`config.mk`:
```
export PLATFORM = sky130hd
export DESIGN_NAME = jtpopeye_vram_arb
export DESIGN_NICKNAME = d
export VERILOG_FILES = /design/src/rtl/jtpopeye_vram_arb.sv
export SDC_FILE = /design/constraint.sdc
export NUM_CORES = 1
export LEC_CHECK = 0
export CORE_MARGIN = 2
export CORE_UTILIZATION = 40
export CTS_BUF_LIST = sky130_fd_sc_hd__clkbuf_4 sky130_fd_sc_hd__clkbuf_8 sky130_fd_sc_hd__clkbuf_16
export CTS_CLUSTER_SIZE = 16
export DETAILED_ROUTE_END_ITERATION = 12
export GPL_TIMING_DRIVEN = 1
export PLACE_DENSITY = 0.77
export SETUP_SLACK_MARGIN = 0.3
export SLEW_MARGIN = 5
export SYNTH_ARGS = -nofsm -noshare
export SYNTH_HDL_FRONTEND = slang
export SYNTH_SLANG_ARGS = --single-unit
```
`constraint.sdc`:
```
create_clock -name clk -period 6.3 [get_ports clk]
set_clock_uncertainty 0.05 [all_clocks]
set_input_delay 1.26 -clock clk [delete_from_list [all_inputs] [get_ports clk]]
set_output_delay 1.26 -clock clk [all_outputs]
set_load 0.05 [all_outputs]
```
`src/rtl/jtpopeye_vram_arb.sv`:
```
// Purpose: arbitrates one synchronous background RAM between the video fetcher and the CPU.
// Latency: grant in the request clk; video data 2 clk later (vid_ok); CPU access IDLE->RD/WR->DONE.
// Backpressure: CPU held via combinational wait_n; video waits while vid_req is held; starvation guard.
module jtpopeye_vram_arb #(
    parameter int STARVE = 8,
    parameter int AW     = 13
) (
    input  logic          clk,
    input  logic          rst_n,
    input  logic          pxl_cen,
    input  logic          HB,
    input  logic          VB,
    input  logic          CSBW_n,
    input  logic          cpu_we,
    input  logic [AW-1:0] cpu_addr,
    input  logic [7:0]    cpu_din,
    output logic [7:0]    cpu_dout,
    output logic          wait_n,
    input  logic          vid_req,
    input  logic [AW-1:0] vid_addr,
    output logic [7:0]    vid_dout,
    output logic          vid_ok,
    output logic [AW-1:0] ram_addr,
    output logic [7:0]    ram_din,
    output logic          ram_we,
    input  logic [7:0]    ram_dout
);

    typedef enum logic [2:0] {
        IDLE   = 3'd0,
        VID    = 3'd1,
        CPU_RD = 3'd2,
        CPU_WR = 3'd3,
        DONE   = 3'd4
    } state_t;

    state_t        state;
    state_t        state_nx;

    logic [3:0]    starve_cnt;
    logic          done;       // CPU access finished, cleared when CSBW_n releases
    logic          wait_rel;   // done delayed one clk: releases wait_n
    logic [AW-1:0] addr_r;     // address latched at grant, drives RAM outside IDLE
    logic [7:0]    din_r;      // write data latched at grant

    logic          cpu_pend;
    logic          vid_pend;
    logic          cpu_pri;
    logic          cpu_win;
    logic          vid_win;

    // A CPU access in flight is not a new request; reset masks requests so the
    // RAM address reads zero while rst_n is low.
    assign cpu_pend = rst_n & ~CSBW_n & ~done & (state != CPU_RD) & (state != CPU_WR);
    assign vid_pend = rst_n & vid_req;

    // CPU takes precedence during blanking or once it has waited too long.
    assign cpu_pri  = HB | VB | (32'(starve_cnt) >= STARVE);

    // Next-state and grant decision; arbitration only happens in IDLE.
    always_comb begin
        state_nx = state;
        cpu_win  = 1'b0;
        vid_win  = 1'b0;
        case (state)
            IDLE: begin
                if (cpu_pend && (cpu_pri || !vid_pend)) begin
                    cpu_win  = 1'b1;
                    state_nx = cpu_we ? CPU_WR : CPU_RD;
                end else if (vid_pend) begin
                    vid_win  = 1'b1;
                    state_nx = VID;
                end
            end
            VID:    state_nx = IDLE;
            CPU_RD: state_nx = DONE;
            CPU_WR: state_nx = DONE;
            DONE:   state_nx = IDLE;
            default: state_nx = IDLE;
        endcase
    end

    // RAM address: the winner's address on the grant clk so data is ready in the
    // following state, otherwise the address latched at grant.
    always_comb begin
        ram_addr = addr_r;
        if (cpu_win) begin
            ram_addr = cpu_addr;
        end else if (vid_win) begin
            ram_addr = vid_addr;
        end
    end

    assign ram_we  = (state == CPU_WR);
    assign ram_din = din_r;

    // CPU is stalled from the moment it selects the RAM until one clk after done.
    assign wait_n  = CSBW_n | wait_rel;

    // State register.
    always_ff @(posedge clk or negedge rst_n) begin
        if (!rst_n) begin
            state <= IDLE;
        end else begin
            state <= state_nx;
        end
    end

    // Latch the granted address and write data.
    always_ff @(posedge clk or negedge rst_n) begin
        if (!rst_n) begin
            addr_r <= '0;
            din_r  <= 8'd0;
        end else if (cpu_win) begin
            addr_r <= cpu_addr;
            din_r  <= cpu_din;
        end else if (vid_win) begin
            addr_r <= vid_addr;
        end
    end

    // Starvation counter: counts pixel enables the CPU spends waiting, saturating.
    always_ff @(posedge clk or negedge rst_n) begin
        if (!rst_n) begin
            starve_cnt <= 4'd0;
        end else if (cpu_win) begin
            starve_cnt <= 4'd0;
        end else if (pxl_cen && cpu_pend && (starve_cnt != 4'hF)) begin
            starve_cnt <= starve_cnt + 4'd1;
        end
    end

    // Done flag and its delayed copy; releasing CSBW_n always wins so an aborted
    // access leaves nothing behind that could block the next one.
    always_ff @(posedge clk or negedge rst_n) begin
        if (!rst_n) begin
            done     <= 1'b0;
            wait_rel <= 1'b0;
        end else if (CSBW_n) begin
            done     <= 1'b0;
            wait_rel <= 1'b0;
        end else begin
            if ((state == CPU_RD) || (state == CPU_WR)) begin
                done <= 1'b1;
            end
            wait_rel <= done;
        end
    end

    // CPU read data capture.
    always_ff @(posedge clk or negedge rst_n) begin
        if (!rst_n) begin
            cpu_dout <= 8'd0;
        end else if (state == CPU_RD) begin
            cpu_dout <= ram_dout;
        end
    end

    // Video read data capture with a one-clk valid pulse.
    always_ff @(posedge clk or negedge rst_n) begin
        if (!rst_n) begin
            vid_dout <= 8'd0;
            vid_ok   <= 1'b0;
        end else begin
            vid_ok <= (state == VID);
            if (state == VID) begin
                vid_dout <= ram_dout;
            end
        end
    end

endmodule
```
==> results.sh <==
export IMPL_final_core_util=0.615
export IMPL_critPathArrivalTime_ns=4.27
export IMPL_timing_max_slew_rel_slack=0.516
export IMPL_rsz0062_at_grt="false"
export IMPL_min_path_cells=1
export IMPL_syn_avg_cell_area_um2=12.0
export IMPL_vias=1780
export IMPL_final_setup_tns_ns=0
export IMPL_wl_per_cell_um=15.9
export IMPL_core_area_um2=5110
export IMPL_port_buffer_count=89
export IMPL_outcome="complete, no violations"
export IMPL_ys_types=30
export IMPL_leakagePower_nw=1.24
export IMPL_timing_final_crit_share=0.886
export IMPL_syn2layout_area_growth_pct=48.0
export IMPL_cts_buffers=5
export IMPL_hold_worst_slack_ns=0.459
export IMPL_worstHoldStart="vid_dout[2]$_DFFE_PN0P_"
export IMPL_antenna_found_initial=0
export IMPL_cap_viol_max_count=0
export IMPL_clkTransAtPathRegs_ns=0.09
export IMPL_critical_path_class="input port to output port"
export IMPL_die_w_um=76.9
export IMPL_grt_max_degree=50
export IMPL_hp_class="flop to flop"
export IMPL_routed_via_density=5.31
export IMPL_drc=0
export IMPL_die_area_um2=5910
export IMPL_start_kind="input port"
export IMPL_diodes=0
export IMPL_ys_top_cells_by_count="dfrtp_1, mux2_2, nor2_1"
export IMPL_first_iter_violations=121
export IMPL_cts_tree="done"
export IMPL_async_flop_share=1.00
export IMPL_fin_crit_ns=5.58
export IMPL_drive_gt1_frac=0.170
export IMPL_endpoint_kind="output port"
export IMPL_dp_hpwl_mm=3.82
export IMPL_die_h_um=76.9
export IMPL_hold_viol_final=0
export IMPL_max_freq_mhz=179
export IMPL_post_cts_buffers=0
export IMPL_r2r_slack_ns=3.93
export IMPL_worstReg2RegEnd="ram_din[4]$_DFFE_PN0P_"
export IMPL_netlist_area_um2=2120
export IMPL_synth_seq_cells=47
export IMPL_cts_sinks=47
export IMPL_grt_use_total=0.191
export IMPL_clockBufferDepth=2
export IMPL_root_buffer="clkbuf_8"
export IMPL_finalPower_mw=1.57
export IMPL_yosysWarnings=0
export IMPL_grt_pass1_vias=1861
export IMPL_synth_cells=177
export IMPL_r2r_start="state[1]$_DFFE_PN0P_"
export IMPL_r2r_cells=5
export IMPL_yosys_area_top_type_share=0.554
export IMPL_stdcell_count=335
export IMPL_grt_overflow=0
export IMPL_ant_nets=0
export IMPL_yosysSeqAreaShare=0.554
export IMPL_fillers=430
export IMPL_cellPowerDensity_nw_per_um2=500
export IMPL_drv_slew=0
export IMPL_h_tree_depth=2
export IMPL_synth_top_area_cell="dfrtp_1"
export IMPL_synth_edff_count=0
export IMPL_yosysMostFrequentCell="dfrtp_1"
export IMPL_grt_pass1_wl_mm=9.05
export IMPL_synth_area_leaders="dfrtp_1, mux2_2, a2111oi_0, o31ai_1, nand4_1"
export IMPL_vdd_drop_max_v=0.000380
export IMPL_dp_cells=327
export IMPL_final_nets=316
export IMPL_finalSetupViolCount=0
export IMPL_insertion_delay_ns=0.31
export IMPL_drtPass1Iterations=4
export IMPL_cts_repair_resized=0
export IMPL_tightest_slew_ns=0.725
export IMPL_ios=90
export IMPL_path_max_fanout=28
export IMPL_gp_congestion=0.768
export IMPL_wirelength_mm=5.34
export IMPL_rows=26
export IMPL_yosys_most_used_dff="dfrtp_1"
export IMPL_ctsHoldBuffers=0
export IMPL_min_to="vid_dout[2]$_DFFE_PN0P_"
export IMPL_initial_core_util=0.416
export IMPL_synthesis_nets=229
export IMPL_cp_required_ns=4.99
==> report_power, final <==
part,switching (mW),total (mW),leakage (nW),internal (mW)
Combinational,0.577,0.898,0.624,0.320
Clock,0.109,0.190,0.0489,0.0804
Sequential,0.0601,0.485,0.568,0.425
Total,0.747,1.57,1.24,0.826
==> through the flow <==
stage          worst slack [ns]  area (µm²)
2_1_floorplan              1.40        2120
3_3_place_gp              0.826        3050
3_5_place_dp              0.707        3050
4_1_cts                   0.688        3140
5_1_grt                   0.548        3140
6_report                  0.717        3140
==> cells by family (layout without fill, tap and decap cells) <==
kind of cell,after synthesis,count (layout),share of synthesized area
AO/OA/AOI/OAI,35,35,0.123
adder cells (fa/ha/maj),2,2,0.0118
buffers and inverters,17,105,0.0466
flip-flops,47,47,0.554
multiplexers,24,24,0.129
AND/OR/NAND/NOR,52,52,0.136
==> critical path, stage by stage <==
cell and delay [ns]:
clkdlybuf4s50_1 0.47, nand2_2 0.16, or4_4 0.62, and3_1 0.45, o31ai_1 0.42, clkdlybuf4s50_1 0.88
==> registers in the layout (all words and copies together) (netlist names) <==
signal,count
vid_dout,8
ram_din,8
addr_r,13
done,1
starve_cnt,4
cpu_dout,8
vid_ok,1
state,3
wait_rel,1
==> per-layer routing <==
metal / vias to the layer above / track usage / wire length, µm
met5: - / 0 / 0
met4: 0 / 0.0691 / 106
met3: 10 / 0.0624 / 380
met2: 70 / 0.307 / 2560
met1: 864 / 0.240 / 2290
li1: 836 / - / -
==> worst max path at each step <==
stage	endpoint	slack (ns)	start
after floorplan	ram_addr[0]	1.40	VB
final	ram_addr[8]	0.72	vid_req
after global placement	ram_addr[5]	0.83	vid_req
after global routing	ram_addr[9]	0.55	vid_req
after CTS	ram_addr[8]	0.69	vid_req
after detailed placement	ram_addr[8]	0.71	vid_req
==> area by class of cell <==
cell class,count,area (µm²),share of cell area
multi-input combinational,113,855,0.272
timing repair buffer,95,926,0.295
clock buffer,5,68.8,0.0219
sequential,47,1180,0.374
tap,70,87.6,0.0279
inverter,2,7.51,0.00239
clock inverter,3,22.5,0.00717
==> placed cells by master (no fill, tap or decap), drive strengths merged, types with 3 or more instances in the layout <==
| master | instances |
|---|---|
| a2111oi | 13 |
| a21oi | 4 |
| buf | 9 |
| clkbuf | 5 |
| clkdlybuf4s50 | 86 |
| dfrtp | 47 |
| inv | 4 |
| mux2 | 24 |
| nand2 | 4 |
| nand4 | 14 |
| nor2 | 16 |
| nor2b | 3 |
| o21ai | 4 |
| o31ai | 13 |
| or3 | 4 |
(Power assumes the default switching activity.)
